`src/rtl/mem_arbiter.sv`:
```
// mem_arbiter: shares one memory bus between the instruction-fetch port and the data port.
// The data port has priority. d_lock keeps the bus for the next data access, so that
// AMO and LR/SC pairs complete without a fetch in between.
// Optional build macro ARB_STARVE_GUARD_EN: after MAX_STARVE consecutive data grants
// while a fetch is waiting, the next arbitration from idle goes to the fetch port.
module mem_arbiter #(
  parameter int unsigned ADDR_W     = 32,
  parameter int unsigned DATA_W     = 32,
  parameter int unsigned MAX_STARVE = 4
) (
  input  logic                clk,
  input  logic                rst,
  // fetch port
  input  logic                if_ren,
  input  logic [ADDR_W-1:0]   if_addr,
  output logic                if_ack,
  output logic [DATA_W-1:0]   if_rdata,
  // data port
  input  logic                d_ren,
  input  logic                d_wen,
  input  logic                d_lock,
  input  logic [ADDR_W-1:0]   d_addr,
  input  logic [DATA_W-1:0]   d_wdata,
  input  logic [DATA_W/8-1:0] d_strb,
  output logic                d_ack,
  output logic [DATA_W-1:0]   d_rdata,
  // memory bus
  output logic                bus_ren,
  output logic                bus_wen,
  output logic [ADDR_W-1:0]   bus_addr,
  output logic [DATA_W-1:0]   bus_wdata,
  output logic [DATA_W/8-1:0] bus_strb,
  input  logic [DATA_W-1:0]   bus_rdata,
  input  logic                bus_ready
);

  localparam int unsigned STRB_W = DATA_W / 8;

  typedef enum logic [1:0] {StIdle, StIfBusy, StDBusy, StDHold} state_e;

  state_e              state_q;
  logic                ren_q;
  logic                wen_q;
  logic                lock_q;
  logic [ADDR_W-1:0]   addr_q;
  logic [DATA_W-1:0]   wdata_q;
  logic [STRB_W-1:0]   strb_q;

  logic d_req;
  logic grant_d;
  logic grant_if;
  logic done;
  logic force_if;

  assign d_req = d_ren | d_wen;

`ifdef ARB_STARVE_GUARD_EN
  localparam int unsigned CNT_W = $clog2(MAX_STARVE + 1);

  logic [CNT_W-1:0] starve_q;

  // A waiting fetch wins once the data port has taken MAX_STARVE grants in a row.
  assign force_if = if_ren && (starve_q == CNT_W'(MAX_STARVE));

  // Count data grants from idle that made a fetch wait; any fetch grant clears the count.
  always_ff @(posedge clk or posedge rst) begin
    if (rst) begin
      starve_q <= '0;
    end else if (grant_if) begin
      starve_q <= '0;
    end else if (grant_d && (state_q == StIdle) && if_ren &&
                 (starve_q != CNT_W'(MAX_STARVE))) begin
      starve_q <= starve_q + 1'b1;
    end
  end
`else
  // Strict data priority. MAX_STARVE is only referenced so that it is not reported as unused.
  logic unused_max_starve;
  assign unused_max_starve = ^MAX_STARVE;
  assign force_if          = 1'b0;
`endif

  // Arbitration decision and completion detection for the current state.
  always_comb begin
    grant_d  = 1'b0;
    grant_if = 1'b0;
    unique case (state_q)
      StIdle: begin
        if (d_req && !force_if) begin
          grant_d = 1'b1;
        end else if (if_ren) begin
          grant_if = 1'b1;
        end
      end
      StDHold:  grant_d = d_req;
      default:  ;
    endcase
    done = bus_ready && ((state_q == StIfBusy) || (state_q == StDBusy));
  end

  // Main FSM. The bus drive is registered at grant and cleared on completion.
  always_ff @(posedge clk or posedge rst) begin
    if (rst) begin
      state_q <= StIdle;
      ren_q   <= 1'b0;
      wen_q   <= 1'b0;
      lock_q  <= 1'b0;
      addr_q  <= '0;
      wdata_q <= '0;
      strb_q  <= '0;
    end else if (grant_d) begin
      // When d_ren and d_wen are both high, the access is a write.
      state_q <= StDBusy;
      ren_q   <= ~d_wen;
      wen_q   <= d_wen;
      lock_q  <= d_lock;
      addr_q  <= d_addr;
      wdata_q <= d_wen ? d_wdata : '0;
      strb_q  <= d_wen ? d_strb : '1;
    end else if (grant_if) begin
      state_q <= StIfBusy;
      ren_q   <= 1'b1;
      wen_q   <= 1'b0;
      lock_q  <= 1'b0;
      addr_q  <= if_addr;
      wdata_q <= '0;
      strb_q  <= '1;
    end else if (done) begin
      state_q <= ((state_q == StDBusy) && lock_q) ? StDHold : StIdle;
      ren_q   <= 1'b0;
      wen_q   <= 1'b0;
      addr_q  <= '0;
      wdata_q <= '0;
      strb_q  <= '0;
    end else if ((state_q == StDHold) && !d_lock) begin
      state_q <= StIdle;
      lock_q  <= 1'b0;
    end
  end

  assign bus_ren   = ren_q;
  assign bus_wen   = wen_q;
  assign bus_addr  = addr_q;
  assign bus_wdata = wdata_q;
  assign bus_strb  = strb_q;

  // The ack goes to the owner in the same cycle that the memory completes.
  assign if_ack   = done && (state_q == StIfBusy);
  assign d_ack    = done && (state_q == StDBusy);
  assign if_rdata = if_ack ? bus_rdata : '0;
  assign d_rdata  = (d_ack && !wen_q) ? bus_rdata : '0;

endmodule
```
`config.mk`:
```
export PLATFORM = sky130hd
export DESIGN_NAME = mem_arbiter
export DESIGN_NICKNAME = d
export VERILOG_FILES = /design/src/rtl/mem_arbiter.sv
export SDC_FILE = /design/constraint.sdc
export NUM_CORES = 1
export LEC_CHECK = 0
export CORE_ASPECT_RATIO = 1.2
export CORE_MARGIN = 10
export CORE_UTILIZATION = 34
export CTS_BUF_LIST = sky130_fd_sc_hd__clkbuf_8
export DETAILED_ROUTE_END_ITERATION = 10
export MAX_ROUTING_LAYER = met4
export PLACE_DENSITY = 0.83
export SYNTH_ARGS = -nofsm -noshare
export SYNTH_HDL_FRONTEND = slang
export SYNTH_SLANG_ARGS = --single-unit
```
`constraint.sdc`:
```
create_clock -name clk -period 2.7 [get_ports clk]
set_clock_uncertainty 0.1 [all_clocks]
set_input_delay 0.54 -clock clk [delete_from_list [all_inputs] [get_ports clk]]
set_output_delay 0.54 -clock clk [all_outputs]
set_load 0.05 [all_outputs]
```
==> reports/results.txt <==
top-area cell type share of the netlist area: 52.7%
setup violators final: 0
Non-Filler Instances: 702
die width: 112 um
Distinct cells, synth: 29
Internal: 4.13 mW
Crit. End Element: output pin
Hold/Removal Path Class: flop to flop
post-CTS setup buffers: 0
clk buf depth: 2
combinational power share: 68.2%
Slew @ Worst Pin: 0.558 ns
hpwl dp: 12.5 mm
Reg power frac: 23.0%
reg2reg setup slack: 0.68 ns
total grt overflow: 0
core area: 10000 um2
Post-Syn Area: 3470 um2
CP max FO: 21
max-slew violations: 0
power share of the clock group: 8.8%
Syn-to-layout area delta: 108%
gp weighted congestion: 0.918
# placed instances: 687
worst path arrival time: 1.91 ns
Synth area leader: dfrtp_1
Inserted Clock Buffers: 9
Pwr Density: 1130 nW/um2
Worst setup SP type: primary input
vias in the first global route: 3843
Worst Setup EP: d_rdata[0]
Clk Latency, worst-skew pair: 0.34 ns
Post-Syn Area per Cell: 11.5 um2
share of cells above drive strength 1: 17.2%
Cells after Synth: 301
Final Util: 72.0%
IO Port Bufs: 274
Data required, critical path: 2.06 ns
setup tns final: 0 ns
largest net degree at the start of global routing: 74
worst reg2reg startpoint: state_q[1]
peak supply drop: 763 uV
num ports: 275
ant diodes: 0
CTS Hold Buffers Added: 0
synth warn: 0
post-route ant nets: 0
register area share after synthesis: 52.7%
CTS tree: yes
commonest non-fill, non-tap cell in the layout: clkdlybuf4s50_1
Clock Pin Slew Worst Setup and Hold Paths: 0.06 ns
first-pass GRT wire length: 22.0 mm
Clock Sinks: 73
initial antenna violation count: 0
switching power share of the total: 49.3%
Pre-antenna DRT Iters: 4
H-tree depth: 3
Final Critical Period: 2.55 ns
NumNets Final: 715
fin crit share: 94.6%
Vias: 3526
routed wire length per instance: 21.3 um
DIE AREA: 14700 um2
Routed WL: 15.0 mm
FF+latch count, synth: 73
switching pwr: 4.02 mW
Synth area leaders: dfrtp_1 (53%), a22o_1 (16%), and2_1 (12%)
DRT iter0 DRCs: 131
Pleak: 3.29 nW
DRC: 0
syn nets: 444
CTS Root Cell: clkbuf_8
fillers: 695
crit path launch: bus_ready
crit path kind: primary input to output pin
Via density: 5.02
initial core utilization: 34.6%
Highest Clock Rate: 392 MHz
Overall Global Routing Usage: 19.6%
Rows: 40
status: completed
RR Endpoint: bus_addr[28]
Die Span Y: 131 um
Worst Reg2Reg Path Length in Cells: 6
Slew Limit Headroom: 62.7%
commonest non-fill, non-tap cells in the layout: clkdlybuf4s50_1 (208), dfrtp_1 (73), buf_12 (69)
Max-Cap Viols: 0
Hold Vio Cnt, Final: 0
[what timing repair did]
item | 4_1_cts | 5_1_grt
gates resized for setup | 0 | 5
endpoints found under the hold margin | 0 | 0
setup endpoints to repair | 0 | 46
[synth_stat cells (all sizes together)]
library cell / n
ha: 4
nand2: 1
a21o: 33
and3: 1
buf: 9
a22o: 64
o21bai: 1
clkbuf: 18
and2: 65
and4: 1
and4bb: 1
nor2: 2
nor2b: 2
o21ba: 1
inv: 7
nand2b: 2
a211oi: 1
a31oi: 1
nand3: 1
nor3b: 1
a21oi: 5
o21ai: 2
dfrtp: 73
a311o: 4
a2bb2oi: 1
[kinds of logic after synthesis]
family,count (synthesis),synth area share (%)
AOI/OAI and AO/OA,113,26.6
buffers and inverters,34,5.16
adders and majority gates,4,1.44
and+or+nand+nor,77,14.1
DFF,73,52.7
[worst min path at each step]
stage	endpoint	from	slack (ns)	cells after the start
after CTS	bus_addr[11]	bus_addr[11]	0.38	1
after floorplan	lock_q	lock_q	0.41	2
after global placement	bus_addr[15]	bus_addr[15]	0.36	1
after global routing	bus_addr[25]	bus_addr[25]	0.40	1
after detailed placement	bus_addr[11]	bus_addr[11]	0.36	1
final	bus_addr[11]	bus_addr[11]	0.38	1
[metal layers]
metal	up-vias	global-route usage (%)	wire [um]	share of wire (%)
met5	-	-	0	0
met1	1700	20.1	5680	38
li1	1630	-	-	-
met4	0	5.68	221	1.5
met2	177	34.8	7800	52
met3	19	7.16	1270	8.5
[registers in the layout, summed over array words and instances (netlist names)]
register   cells
bus_wen        1
state_q        2
bus_wdata     32
bus_strb       4
bus_addr      32
lock_q         1
bus_ren        1
[cell type report]
class,count,area [um2],area share (%)
multi-input combinational,194,1490,20.7
timing repair buffer,287,3540,49.2
clock inverter,5,25.0,0.347
tap,126,158,2.19
sequential,73,1830,25.4
inverter,7,26.3,0.365
clock buffer,10,138,1.91
[power by group through the flow]
stage / registers [mW] / clock network [mW] / logic (mW)
after floorplan: 3.50 / 0 / 1.84
after global placement: 1.86 / 0 / 5.48
after detailed placement: 1.89 / 0 / 5.58
after CTS: 1.88 / 0.742 / 5.60
after global routing: 1.94 / 0.788 / 5.81
final: 1.88 / 0.718 / 5.56
[critical path: stages]
cell and delay [ns]:
clkdlybuf4s50_1 0.52, and2_1 0.15, nor2b_2 0.17, buf_6 0.17, and2_1 0.20, buf_12 0.15
[per-stage QoR]
step / cell area (um2) / total power [mW] / setup WS [ns] / hold WS, ns
floorplan: 3470 / 5.34 / 0.0658 / 0.409
global placement: 7020 / 7.34 / 0.142 / 0.358
detailed placement: 7020 / 7.47 / 0.100 / 0.364
CTS: 7180 / 8.22 / 0.0536 / 0.379
global route: 7200 / 8.54 / -0.0187 / 0.401
finish: 7200 / 8.16 / 0.146 / 0.376
Note: power is estimated with default switching activity, not from simulation.
